`config.mk`:
```
export PLATFORM = sky130hd
export DESIGN_NAME = platform_row_renderer
export DESIGN_NICKNAME = d
export VERILOG_FILES = /design/src/rtl/platform_row_renderer.sv
export SDC_FILE = /design/constraint.sdc
export NUM_CORES = 1
export LEC_CHECK = 0
export BUFFER_PORTS_ARGS = -buffer_cell sky130_fd_sc_hd__buf_2
export CELL_PAD_IN_SITES_DETAIL_PLACEMENT = 1
export CELL_PAD_IN_SITES_GLOBAL_PLACEMENT = 1
export CORE_ASPECT_RATIO = 1.1
export CORE_MARGIN = 1.5
export CORE_UTILIZATION = 40
export CTS_CLUSTER_DIAMETER = 150
export DETAILED_ROUTE_END_ITERATION = 6
export PLACE_DENSITY = 0.79
export SYNTH_ARGS = -nofsm -noshare
export SYNTH_HDL_FRONTEND = slang
export SYNTH_SLANG_ARGS = --single-unit
export TNS_END_PERCENT = 30
```
`constraint.sdc`:
```
create_clock -name Clk -period 2.18 [get_ports Clk]
set_clock_uncertainty 0.1 [all_clocks]
set_input_delay 0.109 -clock Clk [delete_from_list [all_inputs] [get_ports Clk]]
set_output_delay 0.109 -clock Clk [all_outputs]
set_load 0.05 [all_outputs]
```
`src/rtl/platform_row_renderer.sv`:
```
// Renders one horizontal platform: a 16-pixel sprite row repeated TILES times,
// fetched from a combinational sprite ROM once per visible line.
module platform_row_renderer #(
  parameter int SPRITE_BASE = 0,
  parameter int ROWS        = 4,
  parameter int TILES       = 8
) (
  input  logic        Clk,
  input  logic        Reset_n,
  input  logic        frame_start,
  input  logic [9:0]  plat_x,
  input  logic [9:0]  plat_y,
  input  logic        line_start,
  input  logic [9:0]  draw_y,
  input  logic        pixel_en,
  output logic [10:0] rom_addr,
  input  logic [15:0] rom_data,
  output logic        pixel_on,
  output logic        busy
);

  typedef enum logic [1:0] {IDLE, FETCH, WAIT, DRAW} state_t;

  state_t      state_q, state_d;
  logic [9:0]  px_reg, py_reg, x_cnt;
  logic [15:0] row_reg, shift_reg;
  logic [3:0]  bit_cnt;
  logic [5:0]  tile_cnt;

  logic [9:0]  row;
  logic        row_hit;
  logic        x_match;
  logic        last_pix;

  always_comb begin
    // Subtraction in 10 bits gives the intended vertical wrap mod 1024.
    row      = draw_y - py_reg;
    row_hit  = ({22'd0, row} < 32'(ROWS));
    x_match  = (x_cnt == px_reg);
    last_pix = (bit_cnt == 4'd15) && (tile_cnt == 6'(TILES - 1));
    state_d  = state_q;
    if (frame_start) begin
      state_d = IDLE;
    end else if (line_start) begin
      state_d = row_hit ? FETCH : IDLE;
    end else begin
      case (state_q)
        FETCH:   state_d = WAIT;
        WAIT:    if (x_match) state_d = DRAW;
        DRAW:    if (pixel_en && last_pix) state_d = IDLE;
        default: state_d = state_q;
      endcase
    end
  end

  always_ff @(posedge Clk or negedge Reset_n) begin
    if (!Reset_n) state_q <= IDLE;
    else          state_q <= state_d;
  end

  always_ff @(posedge Clk or negedge Reset_n) begin
    if (!Reset_n) begin
      px_reg    <= '0;
      py_reg    <= '0;
      x_cnt     <= '0;
      row_reg   <= '0;
      shift_reg <= '0;
      bit_cnt   <= '0;
      tile_cnt  <= '0;
      rom_addr  <= 11'(SPRITE_BASE);
    end else begin
      if (line_start)                           x_cnt <= '0;
      else if (pixel_en && (x_cnt != 10'd1023)) x_cnt <= x_cnt + 10'd1;

      if (frame_start) begin
        px_reg <= plat_x;
        py_reg <= plat_y;
      end else if (line_start) begin
        if (row_hit) rom_addr <= 11'(SPRITE_BASE) + 11'(row);
      end else begin
        case (state_q)
          FETCH: row_reg <= rom_data;
          WAIT: begin
            if (x_match) begin
              shift_reg <= row_reg;
              bit_cnt   <= '0;
              tile_cnt  <= '0;
            end
          end
          DRAW: begin
            if (pixel_en) begin
              bit_cnt <= bit_cnt + 4'd1;
              // End of a tile: restart the pattern rather than shifting in zeros.
              if (bit_cnt == 4'd15) begin
                shift_reg <= row_reg;
                tile_cnt  <= tile_cnt + 6'd1;
              end else begin
                shift_reg <= shift_reg << 1;
              end
            end
          end
          default: ;
        endcase
      end
    end
  end

  assign pixel_on = (state_q == DRAW) && shift_reg[15];
  assign busy     = (state_q != IDLE);

endmodule
```
==> summary.txt, run 1 <==
Synth
  • Net Count, Synth: 462
  • Top FF cell, synth: dfrtp_1
  • Post-synthesis mux area share: 0.121
  • Seq cells post-synth: 84
  • Largest family of logic cells by synthesized area: simple AND/OR/NAND/NOR gates
  • Post-synth EDFFs: 0
  • Register area share after synthesis: 0.506
  • Synth Area in Adders: 0.0409
  • Ys async rst share: 1.00
  • Average size of a mapped cell: 10.4 µm²
  • Post-Synthesis Cells: 398
  • Distinct cells, synth: 48
  • Compound-Gate Fraction of Synth Area: 0.116
  • Xor and xnor area share after synthesis: 0.0464
  • Synth Area in Simple Gates: 0.135
  • Yosys warns: 0
  • Post-Synthesis Cell Area: 0.00416 mm²

Floorplan
  • Initial core utilization: 0.416
  • Rows: 38
  • Die X: 100 µm
  • Die outline area: 0.0110 mm²
  • Core Area: 0.00998 mm²
  • Die Ht: 110 µm
  • I/O pins: 64

Clocking
  • CTS buffer count: 9
  • Root Buffer: clkbuf_8
  • Worst-path clk slew: 0.09 ns
  • Clock latency on the worst-skew pair: 0.36 ns
  • H-Tree Depth: 3
  • Clk buf depth: 2
  • Clock sinks: 84
  • CTS tree: built

Placed design
  • Gpl congestion: 0.899
  • Post-DP Area: 0.00489 mm²
  • PortBufs: 62
  • Hpwl dp: 7410 µm

Route
  • Vias per cell: 5.25
  • Detailed Routing Iterations Pass 1: 4
  • Initial DRC count: 102
  • Post-route DRC violation count: 0
  • Final WL: 11,000 µm
  • Routed len/inst: 16.9 µm
  • Vias: 3,420
  • Post-route antenna net violation count: 0

GRT
  • GRT overflow: 0
  • Gr usage total: 0.218
  • Largest net degree at the start of global routing: 65
  • Initial antenna violation count: 0
  • First-pass GRT wire length: 18,500 µm
  • Vias in the first global route: 3,777

Power
  • Total power: 3.83 mW
  • Pleak: 2.70 nW
  • Max IR drop VDD: 343 µV
  • Power per Cell Area: 691 mW/mm²

Status
  • Failing checks: negative setup slack
  • Status: complete, but fails checks

Setup path
  • CP Class: flip-flop to flip-flop
  • Worst path buffer plus inverter count: 2
  • Max incr delay on CP: 0.41 ns
  • CP max FO: 5
  • Critical path cell sequence: ha_4 > inv_2 > fa_2 > a211oi_2 > nor2_1 > xor2_1 > nor4_1 > nand4_1 > buf_2 > and2_1
  • Worst Setup End Kind: flip-flop
  • Critical Path Start Type: flip-flop
  • Crit. path cell count: 10
  • CP arrival: 2.69 ns
  • Worst R2R Path Depth: 10
  • CP Data Required Time: 2.33 ns
  • Slowest stage cell on the critical path: dfrtp_1
  • CP delay by family, top: simple AND/OR/NAND/NOR gates

Layout
  • Multi-input logic area: 0.00201 mm²
  • Sequential Area: 0.00210 mm²
  • Share of cells above drive strength 1: 0.303
  • Core Util, Final: 0.556
  • Fillers: 1,121
  • Final instance area: 0.00555 mm²
  • Final #Nets: 591
  • Ant. Diodes: 0
  • Layout area overhead: 33.5%

STA
  • RSZ-0062 raised after global routing: true
  • Max Freq: 394 MHz
  • Setup ws final: -0.361 ns
  • Minimum clock period: 2.54 ns
  • Final Hold Vio Count: 0
  • Fin Setup TNS: -3.62 ns
  • Crit share post-route: 1.17
  • # setup viols final: 11
  • Max Transition Viols Final: 0

Job
  • Number of max-cap violations: 0

Min path
  • Hold depth: 2
  • Worst min path class: input port to flip-flop
-- routing by layer --
metal  part of all wire  up-vias  routed length [µm]  global-route usage
met1               0.44     1709                4800               0.258
met3              0.022       13                 242              0.0413
met5                  0        -                   0                   0
met4              0.015        0                 162              0.0724
met2               0.53       44                5810               0.397
li1                   -     1654                   -                   -
-- layout make-up --
type | count | area share
well taps | 120 | 0.0271
inverters | 18 | 0.0122
flip-flops and latches | 84 | 0.379
clock buffers | 10 | 0.0230
clock inverters | 6 | 0.0174
multi-input cells | 278 | 0.363
repair buffers | 136 | 0.179
-- path summary, 6_finish.rpt --
path,from,endpoint,slack [ns]
worst min-delay path,frame_start,px_reg[8]$_DFFE_PN0P_,0.03
min in group asynchronous,Reset_n,py_reg[3]$_DFFE_PN0P_,0.08
max in group asynchronous,Reset_n,tile_cnt[2]$_DFFE_PN0P_,1.26
worst max register to register,py_reg[0]$_DFFE_PN0P_,rom_addr[6]$_DFFE_PN0P_,-0.36
worst max-delay path,py_reg[0]$_DFFE_PN0P_,rom_addr[6]$_DFFE_PN0P_,-0.36
worst min register to register,rom_addr[7]$_DFFE_PN0P_,rom_addr[7]$_DFFE_PN0P_,0.38
-- cell families (layout without fill, tap and decap cells) --
logic type / count (synthesis) / in the layout
buffers and inverters: 36 / 170
other: 1 / 1
AND/OR/NAND/NOR: 116 / 116
adder cells (fa/ha/maj): 13 / 13
XOR/XNOR: 22 / 22
multiplexers: 46 / 46
flip-flops: 84 / 84
AO/OA/AOI/OAI: 80 / 80
-- worst register-to-register path, stage by stage (launching register included) --
cell and delay [ns]:
dfrtp_1 0.41, ha_4 0.16, inv_2 0.04, fa_2 0.36, a211oi_2 0.23, nor2_1 0.09
xor2_1 0.15, nor4_1 0.27, nand4_1 0.24, buf_2 0.23, and2_1 0.16
-- through the flow --
stage	setup slack (ns)	hold WS [ns]	std cells
2_1_floorplan	-0.110	-0.287	398
3_3_place_gp	-0.181	-0.0862	595
3_5_place_dp	-0.311	-0.0811	595
4_1_cts	-0.322	0.00927	650
5_1_grt	-0.509	0.0338	652
6_report	-0.361	0.0303	652
-- cell usage in the layout (no fill, tap or decap), drive strengths merged, types with 4 or more instances in the layout --
cell type and instances:
nor2 21, and3 7, nand2 43, mux2i 16, xor2 10, mux2 30, dlygate4sd3 39, inv 20
and2 9, nand4 10, ha 12, o21ai 41, a21oi 16, xnor2 12, a31oi 4, nand3 9
clkbuf 10, buf 97, dfrtp 84
-- power breakdown --
group | total (mW) | leakage, nW | switching, mW | internal (mW)
Clock | 1.27 | 0.109 | 0.615 | 0.660
Sequential | 1.78 | 1.09 | 0.0846 | 1.70
Combinational | 0.779 | 1.50 | 0.375 | 0.404
-- synth_stat cells (4+ instances only) --
| cell type | number | area share |
|---|---|---|
| xor2_1 | 10 | 0.021 |
| and2_1 | 9 | 0.014 |
| mux2i_1 | 16 | 0.039 |
| nor2_1 | 21 | 0.019 |
| a21oi_1 | 16 | 0.019 |
| nand4_1 | 10 | 0.015 |
| xnor2_1 | 12 | 0.025 |
| nand3_1 | 9 | 0.011 |
| ha_1 | 12 | 0.036 |
| dfrtp_1 | 84 | 0.51 |
| mux2_2 | 29 | 0.079 |
| nand2_1 | 43 | 0.039 |
| a31oi_1 | 4 | 0.0060 |
| and3_1 | 7 | 0.011 |
| o21ai_0 | 41 | 0.049 |
| clkbuf_1 | 11 | 0.0099 |
| inv_1 | 18 | 0.016 |
-- repair_timing --
item	CTS	global route
endpoints found under the hold margin	127	0
hold buffers	39	0
gates cloned	0	1
pin swaps	1	0
buffers inserted	0	1
setup endpoints to repair	15	19
resized for setup	5	6
No activity file was read; power rests on OpenSTA's default activity.
==> run 2, diff against run 1 <==
==> config.mk (replaced) <==
export PLATFORM = sky130hd
export DESIGN_NAME = platform_row_renderer
export DESIGN_NICKNAME = d
export VERILOG_FILES = /design/src/rtl/platform_row_renderer.sv
export SDC_FILE = /design/constraint.sdc
export NUM_CORES = 1
export LEC_CHECK = 0
export ABC_AREA = 1
export BUFFER_PORTS_ARGS = -buffer_cell sky130_fd_sc_hd__clkbuf_2
export CELL_PAD_IN_SITES_DETAIL_PLACEMENT = 1
export CELL_PAD_IN_SITES_GLOBAL_PLACEMENT = 1
export CORE_ASPECT_RATIO = 1.1
export CORE_MARGIN = 1.5
export CORE_UTILIZATION = 39
export CTS_CLUSTER_DIAMETER = 150
export DETAILED_ROUTE_END_ITERATION = 6
export PLACE_DENSITY = 0.8
export SYNTH_ARGS = -nofsm -noshare
export SYNTH_HDL_FRONTEND = slang
export SYNTH_SLANG_ARGS = --single-unit
export TNS_END_PERCENT = 30
==> run 2 against run 1 <==
The flow now finishes without violations. Area after synthesis grew 5.3%. Worst setup slack gained 0.46 ns. Core utilization down 4.0 points. Sequential share of layout area decreased by 0.55 points.
==> summary.txt, run 2 <==
Status
  • Status: finished, final reports clean

Route
  • Post-route DRC violation count: 0 (unchanged)
  • Initial DRC count: 139 (+36%)
  • Final WL: 11,900 µm (+7.7%)
  • Vias per cell: 4.94 (-5.9%)
  • Vias: 3,856 (+13%)
  • Detailed Routing Iterations Pass 1: 5 (+1)
  • Post-route antenna net violation count: 0 (unchanged)
  • Routed len/inst: 15.2 µm (-10%)

Synth
  • Largest family of logic cells by synthesized area: simple AND/OR/NAND/NOR gates
  • Cell taking the most area after synthesis: dfrtp_1
  • Post-Synthesis Cells: 527 (+32%)
  • Post-Synthesis Cell Area: 0.00438 mm² (+5.3%)
  • Xor and xnor area share after synthesis: 0.0240 (-0.0224)
  • Register area share after synthesis: 0.480 (-0.0256)
  • Synth top area share: 0.480 (-0.0256)
  • Post-synth top cells: 132 x nand2_1, 84 x dfrtp_1, 73 x inv_1, 36 x nor2_1, 28 x o21ai_1
  • Count leader, synth: nand2_1
  • Synth Area in Adders: 0.0389 (-0.00207)
  • Average size of a mapped cell: 8.31 µm² (-20%)
  • Post-synthesis mux area share: 0.0412 (-0.0796)
  • Synth area leaders: dfrtp_1 48%, nand2_1 11%, inv_1 6.3%
  • Top FF cell, synth: dfrtp_1
  • Ys async rst share: 1.00 (unchanged)
  • Post-synth EDFFs: 0 (unchanged)
  • Seq cells post-synth: 84 (unchanged)
  • Compound-Gate Fraction of Synth Area: 0.111 (-0.00470)
  • Synth Area in Simple Gates: 0.211 (+0.0755)
  • Distinct cells, synth: 37 (-23%)
  • Yosys warns: 0 (unchanged)
  • Net Count, Synth: 591 (+28%)

Setup path
  • Worst path buffer plus inverter count: 2 (unchanged)
  • Critical Path Start Type: flip-flop
  • Slowest stage cell on the critical path: dfrtp_1
  • Max incr delay on CP: 0.35 ns (-0.06 ns)
  • Critical path cell sequence: ha_2 > inv_2 > fa_2 > nand3_1 > nand2_2 > nand2_2 > nand2_1 > nand2_1 > nand2_1 > nor2_2 > nand3_4 > clkinvlp_4 > nor2_1
  • RR Endpoint: rom_addr[6]$_DFFE_PN0P_
  • Worst R2R Path Depth: 13 (+3)
  • CP Data Required Time: 2.32 ns (about the same)
  • Worst Setup End Kind: flip-flop
  • CP Class: flip-flop to flip-flop
  • Flop2flop setup slack: 0.10 ns (+0.46 ns)
  • CP arrival: 2.22 ns (-0.47 ns)
  • CP delay by family, top: simple AND/OR/NAND/NOR gates
  • Cell mode on critical path: nand2_1
  • CP max FO: 6 (+1)
  • R2R Path Start: py_reg[0]$_DFFE_PN0P_

STA
  • Fin Setup TNS: 0 ns (+3.62 ns)
  • Relative slew slack: 0.641
  • Max Transition Viols Final: 0 (unchanged)
  • # setup viols final: 0 (-11)
  • RSZ-0062 raised after global routing: true
  • Minimum clock period: 2.08 ns (-0.464 ns)
  • Crit share post-route: 0.953 (-0.213)
  • Max Freq: 481 MHz (+22%)
  • Setup ws final: 0.103 ns (+0.464 ns)
  • Slew @ Worst Pin: 0.538 ns
  • Final Hold Vio Count: 0 (unchanged)
  • Hold Worst Slack: 0.0469 ns (+0.0166 ns)

GRT
  • Vias in the first global route: 4,242 (+12%)
  • GRT overflow: 0 (unchanged)
  • Initial antenna violation count: 1 (+1)
  • Largest net degree at the start of global routing: 49 (-25%)
  • Gr usage total: 0.213 (-0.00513)
  • First-pass GRT wire length: 20,000 µm (+7.7%)

Layout
  • Commonest cells after routing, fill and taps aside: 129 x nand2_1, 84 x dfrtp_1, 72 x inv_1, 61 x clkbuf_2, 37 x dlygate4sd3_1
  • Core Util, Final: 0.516 (-0.0397)
  • Final #Nets: 692 (+17%)
  • Share of cells above drive strength 1: 0.216 (-0.0862)
  • Layout area overhead: 28.6%
  • Most common cell after layout, fill and taps aside: nand2_1
  • Fin cells: 781 (+20%)
  • Final instance area: 0.00563 mm² (+1.5%)

Power
  • Total power: 4.98 mW (+30%)
  • Combinational power share: 0.221 (+0.018)
  • Sequential share of power: 0.414 (-0.050)
  • Power per Cell Area: 884 mW/mm² (+28%)
  • Pint: 3.45 mW (+25%)
  • Clk pwr share: 0.364 (+0.032)
  • P_sw: 1.53 mW (+43%)
  • Sw frac: 0.307 (+0.0274)
  • Max IR drop VDD: 365 µV (+6.6%)
  • Pleak: 2.76 nW (+2.5%)

Placed design
  • PortBufs: 62 (unchanged)
  • Hpwl dp: 7630 µm (+3.0%)
  • Placed Cells: 725 (+22%)
  • Worst slack, placed: -0.00110 ns (+0.310 ns)
  • Gpl congestion: 0.803 (-11%)
  • Post-DP Area: 0.00484 mm² (-0.90%)

Clocking
  • Clk buf depth: 2 (unchanged)
  • Worst-path clk slew: 0.07 ns (-0.02 ns)
  • Clock latency on the worst-skew pair: 0.35 ns (about the same)
  • Root Buffer: clkbuf_16
  • H-Tree Depth: 3 (unchanged)
  • CTS buffer count: 9 (unchanged)
  • Clock sinks: 84 (unchanged)
  • CTS tree: built

Floorplan
  • Rows: 40 (+5.3%)
  • I/O pins: 64 (unchanged)
  • Initial core utilization: 0.401 (-0.0150)
  • Core Area: 0.0109 mm² (+9.3%)
  • Die Ht: 114 µm (+3.8%)
  • Die X: 104 µm (+3.8%)
  • Die outline area: 0.0119 mm² (+7.8%)

Min path
  • Hold endpoint: rom_addr[0]$_DFFE_PN0P_
  • Beginning of the worst hold path: draw_y[0]
  • Worst min path class: input port to flip-flop
  • Hold depth: 4 (+2)

Job
  • Number of max-cap violations: 0 (unchanged)
==> run 2: cell types whose count changed after synthesis, moves of 9 or more <==
cell	delta
nor2_1	+15
clkbuf_1	-9
mux2i_1	-16
and2_1	-9
nand3_1	+16
inv_1	+55
o21ai_0	-23
o21ai_1	+28
mux2_2	-13
o211ai_1	+14
inv_2	+10
nand2_1	+89
==> run 2: how the worst max path moves through the flow <==
stage                           from                 endpoint  slack [ns]  cells past startpoint
6_report       py_reg[0]$_DFFE_PN0P_  rom_addr[6]$_DFFE_PN0P_        0.10                     13
5_1_grt        py_reg[0]$_DFFE_PN0P_  rom_addr[3]$_DFFE_PN0P_       -0.05                     13
4_1_cts        py_reg[0]$_DFFE_PN0P_  rom_addr[6]$_DFFE_PN0P_        0.03                     13
3_5_place_dp   py_reg[0]$_DFFE_PN0P_  rom_addr[1]$_DFFE_PN0P_      -0.001                     14
3_3_place_gp   py_reg[0]$_DFFE_PN0P_  rom_addr[1]$_DFFE_PN0P_        0.13                     14
2_1_floorplan  py_reg[0]$_DFFE_PN0P_  rom_addr[1]$_DFFE_PN0P_        0.26                     14
==> run 2: worst register-to-register path: cells and delay by family, from the launching register on <==
| kind | cells | cell delay, ns |
|---|---|---|
| flip-flops | 1 | 0.35 |
| buffers and inverters | 2 | 0.18 |
| adder cells (fa/ha/maj) | 2 | 0.53 |
| AND/OR/NAND/NOR | 9 | 0.81 |
==> run 2: repair_timing <==
action	4_1_cts	5_1_grt
pin swaps	1	2
hold buffers	37	0
cloned	1	0
setup endpoints to repair	8	12
gates resized for setup	2	14
buffers inserted	0	1
endpoints found under the hold margin	72	0
==> run 2: routing by layer <==
layer  part of all wire  routed length (µm)  GRT usage  up-vias
li1                   -                   -          -     1885
met1               0.43                5060      0.246     1890
met2               0.53                6250      0.394       65
met3              0.028                 334     0.0455       16
met4              0.018                 219     0.0676        0
met5                  0                   0          0        -
==> run 2: layout make-up <==
class | instances | area [µm²]
Inverter | 85 | 324
Clock buffer | 9 | 225
Timing Repair inverter | 1 | 7.51
Fill cell | 1350 | 5280
Tap cell | 147 | 184
Sequential cell | 84 | 2100
Clock inverter | 7 | 128
Multi-Input combinational cell | 343 | 1910
Antenna cell | 1 | 2.50
Timing Repair Buffer | 104 | 746
==> run 2: cells by family after synthesis <==
| family | after synthesis |
|---|---|
| simple gates | 217 |
| buf+inv | 100 |
| compound gates | 84 |
| flops | 84 |
| mux | 16 |
| fa+ha+maj | 13 |
| xor+xnor | 12 |
| other cells | 1 |
==> run 2: power by group through the flow <==
stage	sequential [mW]	combinational [mW]	clock, mW
after floorplan	2.16	0.610	0
after CTS	2.07	1.08	1.86
after detailed placement	2.09	1.01	0
final	2.06	1.10	1.82
after global routing	2.11	1.23	1.93
after global placement	2.07	0.950	0
